File: src/rtl/adder_arbiter.sv
// Round-robin sequencer that time-shares one external WIDTH-bit adder between
// REQUESTERS clients and returns each tagged sum with its carry-out.
module adder_arbiter #(
  parameter int unsigned REQUESTERS = 4,
  parameter int unsigned WIDTH      = 32,
  parameter int unsigned ID_W       = (REQUESTERS > 1) ? $clog2(REQUESTERS) : 1
) (
  input  logic                          clock,
  input  logic                          reset,
  input  logic [REQUESTERS-1:0]         req_valid,
  output logic [REQUESTERS-1:0]         req_ready,
  input  logic [WIDTH*REQUESTERS-1:0]   req_a,
  input  logic [WIDTH*REQUESTERS-1:0]   req_b,
  output logic [WIDTH-1:0]              add_a,
  output logic [WIDTH-1:0]              add_b,
  input  logic [WIDTH-1:0]              add_c,
  output logic                          resp_valid,
  input  logic                          resp_ready,
  output logic [ID_W-1:0]               resp_id,
  output logic [WIDTH-1:0]              resp_sum,
  output logic                          resp_carry,
  output logic                          busy
);

  typedef enum logic [1:0] {IDLE, ISSUE, RESP} state_t;

  state_t          state;
  logic [ID_W-1:0] last_grant;
  logic [ID_W-1:0] grant_idx;
  logic            grant_hit;
  int unsigned     cand;

  logic [WIDTH-1:0] op_a [REQUESTERS];
  logic [WIDTH-1:0] op_b [REQUESTERS];

  // Unpack the flat client operand buses.
  for (genvar i = 0; i < REQUESTERS; i++) begin : g_unpack
    assign op_a[i] = req_a[i*WIDTH +: WIDTH];
    assign op_b[i] = req_b[i*WIDTH +: WIDTH];
  end

  // Round-robin search beginning one past the previous winner.
  always_comb begin
    grant_hit = 1'b0;
    grant_idx = '0;
    cand      = 0;
    for (int unsigned k = 0; k < REQUESTERS; k++) begin
      cand = (32'(last_grant) + 32'd1 + k) % REQUESTERS;
      if (!grant_hit && req_valid[ID_W'(cand)]) begin
        grant_hit = 1'b1;
        grant_idx = ID_W'(cand);
      end
    end
  end

  always_comb begin
    req_ready = '0;
    if (!reset && state == IDLE && grant_hit)
      req_ready[grant_idx] = 1'b1;
  end

  assign busy = (state != IDLE);

  always_ff @(posedge clock) begin
    if (reset) begin
      state      <= IDLE;
      last_grant <= ID_W'(REQUESTERS - 1);
      add_a      <= '0;
      add_b      <= '0;
      resp_valid <= 1'b0;
      resp_sum   <= '0;
      resp_carry <= 1'b0;
      resp_id    <= '0;
    end else begin
      case (state)
        IDLE: begin
          if (grant_hit) begin
            add_a      <= op_a[grant_idx];
            add_b      <= op_b[grant_idx];
            resp_id    <= grant_idx;
            last_grant <= grant_idx;
            state      <= ISSUE;
          end
        end
        ISSUE: begin
          // A wrapped sum is smaller than either operand exactly when carry-out is set.
          resp_sum   <= add_c;
          resp_carry <= (add_c < add_a);
          resp_valid <= 1'b1;
          state      <= RESP;
        end
        RESP: begin
          if (resp_ready) begin
            resp_valid <= 1'b0;
            state      <= IDLE;
          end
        end
        default: state <= IDLE;
      endcase
    end
  end

endmodule

File: config.mk
export PLATFORM = sky130hd
export DESIGN_NAME = adder_arbiter
export DESIGN_NICKNAME = d
export VERILOG_FILES = /design/src/rtl/adder_arbiter.sv
export SDC_FILE = /design/constraint.sdc
export NUM_CORES = 1
export LEC_CHECK = 0
export BUFFER_PORTS_ARGS = -buffer_cell sky130_fd_sc_hd__buf_2
export CORE_AREA = 2 2 155 157
export DETAILED_ROUTE_END_ITERATION = 10
export DIE_AREA = 0 0 157 159
export PLACE_DENSITY = 0.57
export SYNTH_ARGS = -nofsm -noshare
export SYNTH_HDL_FRONTEND = slang
export SYNTH_SLANG_ARGS = --single-unit
File: constraint.sdc
create_clock -name clock -period 1.9 [get_ports clock]
set_clock_uncertainty 0.05 [all_clocks]
set_input_delay 0.095 -clock clock [delete_from_list [all_inputs] [get_ports clock]]
set_output_delay 0.095 -clock clock [all_outputs]
set_load 0.02 [all_outputs]
==> summary.txt, run 1 <==
Route
  • Iteration-0 DRC Markers: 245
  • DRC errors left: 0
  • Vias: 7,029
  • First-pass DRT Iterations: 5
  • Total Wirelength: 24,800 microns
  • Drt wl/cell: 17.0 microns
  • Final ANT Viol Nets: 0
  • Vias per cell: 4.81

Synth
  • Post-synthesis async set-or-reset flop share: 0
  • Top-count cell post-synth: mux2i_1
  • Mapped cell area: 6160 sq um
  • Share of the synthesized area in the top cell type: 0.338
  • Share of the yosys chip area belonging to registers: 0.338
  • Syn avg cell area: 9.22 sq um
  • Dominant synthesized flop cell: dfxtp_1
  • Yosys cell types: 36
  • Largest area contributor in the netlist: dfxtp_1
  • Post-Syn Nets: 994
  • Register bit total from synthesis: 104
  • Yosys warns: 0
  • Commonest cells post-synth: mux2i_1, dfxtp_1, nand2_1
  • Top area cells in the synthesized netlist: dfxtp_1, mux2i_1, o221ai_1
  • Post-synth EDFFs: 0
  • Synth Instances: 668

Critical path
  • Crit Path Max Fanout: 7
  • CP arrival: 2.04 ns
  • Worst Path Required: 2.07 ns
  • Worst Setup End Kind: register
  • Element type at the critical path start: register
  • WS Path Type: register to register

Layout
  • Layout cells sized above 1: 0.423
  • Seq. cell area: 2080 sq um
  • N_diodes: 0
  • Area of the multi-input gates: 3750 sq um
  • Layout Nets: 1,464
  • Layout area overhead: 61.8%
  • Final core occ: 0.430
  • Fillers: 2,279

Placed design
  • Number of I/O port buffers: 399
  • RD Place Congestion: 0.800
  • Post-Place Setup Slack: -0.160 ns
  • Post-DP HPWL: 18,300 microns

Timing
  • Post-route setup slack: 0.0305 ns
  • Fin. Hold Viols: 0
  • Achievable frequency: 0.535 GHz
  • Max-slew violations: 0
  • Post-layout min period: 1.87 ns
  • Worst slew pin tran: 0.424 ns
  • Max_slew headroom: 0.717
  • Finish-stage setup viols: 0
  • Crit share post-route: 0.984
  • RSZ-0062 raised after global routing: true

Clocking
  • CTS tree: yes
  • Cts bufs inserted: 9
  • Clock-pin slew on the worst setup and hold paths: 0.08 ns
  • Clock Sink Count: 104
  • Skew-Pair Late Insertion Delay: 0.35 ns
  • Htree depth: 3
  • Maximum buffer depth of the clock tree: 2
  • CTS Root Cell: clkbuf_16

Power and ir drop
  • Lkg Pwr: 4.98 nW
  • Peak VDD IR: 0.000488 V
  • Comb power frac: 0.406
  • Net Sw Frac: 0.352
  • Sw Pwr: 2.89 mW
  • Power density over the cells: 824 nW/um^2
  • Tot Pwr: 8.21 mW
  • Sequential share of power: 0.325
  • Int Pwr: 5.32 mW
  • Clock power frac: 0.269

Global routing
  • Initial antenna violation count: 0
  • GR Util All Layers: 0.188
  • Overflow after GRT: 0
  • First-pass GRT wire length: 37,000 microns
  • Largest net degree at the start of global routing: 54
  • Vias in the first global route: 7,167

Floorplanning
  • Core Area: 23,200 sq um
  • IO Count: 400
  • Std-Cell Rows: 56
  • Die ar.: 25,000 sq um
  • Die width: 157 microns
  • Starting density of the core: 0.266
  • Die Span Y: 159 microns

Outcome
  • Status: completed

Flow run
  • MaxCap Viol Count: 0

Worst hold path
  • Hold crit path type: primary input to register
## power by group through the flow
stage                     logic [mW]  clock network (mW)  registers (mW)
after floorplan                 1.49                   0            3.08
after global placement          2.96                   0            2.71
after detailed placement        2.98                   0            2.71
after CTS                       3.20                2.29            2.67
after global routing            3.61                2.38            2.71
final                           3.34                2.21            2.67
## what timing repair did
action                                 CTS  global route
gates resized for setup                 10            30
setup endpoints to repair                9            43
endpoints found under the hold margin   51             0
pin swaps                                1             9
cloned                                   0             2
setup buffers                            3             3
hold buffers                            76             0
## worst max-delay path, stage by stage (launching register included)
cell and delay (ns):
dfxtp_1 0.35, nand2b_4 0.14, a21oi_2 0.07, a211oi_4 0.25
buf_12 0.16, buf_12 0.15, buf_6 0.16, mux2i_1 0.24
o221ai_1 0.16
## registers in the layout, indices dropped and copies added, names as in the netlist
register / count
add_a: 32
add_b: 32
resp_sum: 32
last_grant: 2
resp_id: 2
state: 2
resp_carry: 1
resp_valid: 1
## cell type report
cell class                 instances  area share
clock buffer                       9      0.0226
clock inverter                     7      0.0118
inverter                          35      0.0132
multi-input combinational        474       0.376
sequential                       104       0.209
tap                              319      0.0400
timing repair buffer             514       0.327
## metal layers
metal / share of wire / track usage / vias up
met1: 0.40 / 0.209 / 3259
met2: 0.50 / 0.344 / 306
met5: 0 / 0 / -
li1: - / - / 3412
met4: 0.032 / 0.0721 / 0
met3: 0.069 / 0.0411 / 52
## worst paths after layout
path | from | end | slack [ns] | depth (start not counted)
hold / removal | req_a[22] | add_a[22] | 0.007 | 3
setup / recovery | last_grant[0] | add_a[21] | 0.03 | 8
hold reg to reg | resp_sum[6] | resp_sum[6] | 0.40 | 2
setup reg to reg | last_grant[0] | add_a[21] | 0.03 | 8
## placed cells by master, fill, tap and decap left out, drive strengths merged
cell,synthesis,routed
mux2i,128,128
a21oi,51,51
nand4,5,5
o21ai,9,9
nor3,1,1
nor2b,1,1
a211oi,4,4
and3,1,1
or2,2,2
clkbuf,28,11
nand3b,33,33
a2111oi,1,1
dfxtp,104,104
a211o,2,2
a31oi,2,2
a21o,4,4
or3,31,31
clkinv,0,2
dlygate4sd3,0,76
o21a,1,1
ha,31,31
nand2,75,75
buf,27,436
nor4,2,2
nor2,13,13
bufinv,0,3
inv,35,37
a22oi,1,1
o22ai,1,1
nand3,3,3
nand2b,5,5
o221ai,64,64
a22o,1,1
nor3b,2,2
## per-stage QoR
step / cell area, sq um / setup TNS, ns / hold slack, ns / std cells
floorplan: 6160 / 0 / 0.118 / 668
global placement: 8550 / -0.202 / 0.302 / 1363
detailed placement: 8550 / -0.162 / 0.307 / 1363
CTS: 9760 / 0 / 0.000112 / 1458
global route: 9970 / -0.101 / 0.00754 / 1462
finish: 9970 / 0 / 0.00692 / 1462
## kinds of logic (layout without fill, tap and decap cells)
logic type | count (synthesis) | after routing | share of synthesized area
buffers and inverters | 90 | 565 | 0.0796
muxes | 128 | 128 | 0.208
AOI/OAI and AO/OA | 141 | 141 | 0.161
and+or+nand+nor | 174 | 174 | 0.150
adders and majority gates | 31 | 31 | 0.0629
DFF | 104 | 104 | 0.338
No activity file was read; power rests on OpenSTA's default activity.
==> run 2: changes to the inputs <==
RECOVER_POWER = 50   (was unset)
SKIP_CTS_REPAIR_TIMING = 1   (was unset)
==> run 2 against run 1 <==
Net effect:
- the flow now finishes with violations (hold timing)
- worst setup slack better by 0.0028 ns
- register-to-register slack barely moved
- via count decreased by 2.5%
- clock-buffer cell count unchanged
- cell area fell by 4.0%
- critical path depth is the same
- highest routed layer unchanged
==> summary.txt, run 2 (same netlist as run 1, synthesis figures left out) <==
Floorplanning
  • Std-Cell Rows: 56
  • Die width: 157 microns
  • IO Count: 400
  • Die ar.: 25,000 sq um
  • Starting density of the core: 0.266
  • Core Area: 23,200 sq um
  • Die Span Y: 159 microns

Clocking
  • Clock-pin slew on the worst setup and hold paths: 0.07 ns
  • Maximum buffer depth of the clock tree: 2
  • CTS tree: yes
  • CTS Root Cell: clkbuf_16
  • Clock Sink Count: 104
  • Htree depth: 3
  • Skew-Pair Late Insertion Delay: 0.35 ns
  • Cts bufs inserted: 9

Outcome
  • Violated checks: hold timing
  • Status: complete, but fails checks

Layout
  • Seq. cell area: 2090 sq um
  • Final core occ: 0.413
  • Fillers: 2,341
  • Area of the multi-input gates: 3760 sq um
  • Most frequent cells in the layout: buf_2, mux2i_1, dfxtp_1, nand2_1, o221ai_1
  • Top Registers: add_a: 32 flops, add_b: 32 flops, resp_sum: 32 flops
  • Layout cells sized above 1: 0.443
  • Layout area overhead: 55.3%
  • Layout Nets: 1,425
  • Commonest non-fill, non-tap cell in the layout: buf_2
  • Design Area, Final: 9570 sq um

Placed design
  • Number of I/O port buffers: 399
  • Post-DP HPWL: 18,300 microns
  • Post-Place Setup Slack: -0.160 ns
  • RD Place Congestion: 0.800
  • Placed Area: 8550 sq um

Timing
  • Crit share post-route: 0.982
  • Achievable frequency: 0.536 GHz
  • Hold Slack: -0.0273 ns
  • Setup_tns: 0 ns
  • Post-route setup slack: 0.0334 ns
  • Max_slew headroom: 0.719
  • Max-slew violations: 0
  • Fin. Hold Viols: 2
  • Worst slew pin tran: 0.421 ns
  • Post-layout min period: 1.87 ns
  • RSZ-0062 raised after global routing: true
  • Finish-stage setup viols: 0

Route
  • Total Wirelength: 24,000 microns
  • Vias: 6,854
  • Final ANT Viol Nets: 0
  • Drt wl/cell: 16.9 microns
  • First-pass DRT Iterations: 4
  • Vias per cell: 4.81
  • Iteration-0 DRC Markers: 226
  • DRC errors left: 0

Global routing
  • Largest net degree at the start of global routing: 54
  • Vias in the first global route: 6,606
  • Initial antenna violation count: 2
  • Overflow after GRT: 0
  • GR Util All Layers: 0.177
  • First-pass GRT wire length: 34,900 microns

Critical path
  • CP most frequent cell: buf_12
  • WP buf/inv: 3
  • Worst Path Required: 2.06 ns
  • Slowest cell on crit path: dfxtp_1
  • Worst Setup End Kind: register
  • Crit-path cells: nand2b_4 -> a21oi_2 -> a211oi_4 -> buf_12 -> buf_12 -> buf_4 -> mux2i_2 -> o221ai_1
  • WS Path Type: register to register
  • Critical path depth: 8
  • Element type at the critical path start: register
  • Delay-heaviest family, CP: compound AO/OA/AOI/OAI gates
  • Highest cell delay on the worst timing path: 0.35 ns
  • Cell count of the worst reg-to-reg path: 8
  • Crit Path Max Fanout: 10
  • CP arrival: 2.03 ns

Worst hold path
  • Cells on Worst Hold Path: 3
  • Hold crit path type: primary input to register

Power and ir drop
  • Power density over the cells: 849 nW/um^2
  • Peak VDD IR: 0.000480 V
  • Lkg Pwr: 4.77 nW

Flow run
  • MaxCap Viol Count: 0
[run 2: cell type report]
class / instances / share of cell area
diodes: 2 / 0.000523
clock buffers: 9 / 0.0235
clock inverters: 7 / 0.0123
inverters: 35 / 0.0137
multi-input cells: 474 / 0.393
flip-flops and latches: 104 / 0.218
well taps: 319 / 0.0417
repair buffers: 475 / 0.297
[run 2: path summary, 6_finish.rpt]
check,start,endpoint,slack (ns)
max reg2reg,last_grant[0],add_b[25],0.03
min,add_c[31],resp_sum[31],-0.03
min reg2reg,resp_sum[12],resp_sum[12],0.40
max,last_grant[0],add_b[25],0.03
[run 2: worst reg2reg max path, stage by stage (launching register included)]
cell and delay (ns):
dfxtp_1 0.35, nand2b_4 0.14, a21oi_2 0.08, a211oi_4 0.25
buf_12 0.16, buf_12 0.16, buf_4 0.14, mux2i_2 0.26
o221ai_1 0.16
[run 2: through the flow]
step	power (mW)	cells
final	8.12	1425
after global routing	8.61	1425
after CTS	7.95	1379
after detailed placement	5.70	1363
after global placement	5.67	1363
after floorplan	4.57	668
[run 2: per-layer routing]
| layer | up-vias | wire, microns | global-route usage |
|---|---|---|---|
| li1 | 3332 | - | - |
| met1 | 3188 | 9670 | 0.201 |
| met2 | 300 | 12100 | 0.321 |
| met3 | 34 | 1710 | 0.0419 |
| met4 | 0 | 589 | 0.0634 |
| met5 | - | 0 | 0 |
[run 2: power breakdown]
group          switching (mW)  internal, mW  leakage (nW)
Sequential              0.169          2.50         0.858
Clock                   0.900          1.30         0.170
Combinational            1.79          1.47          3.75
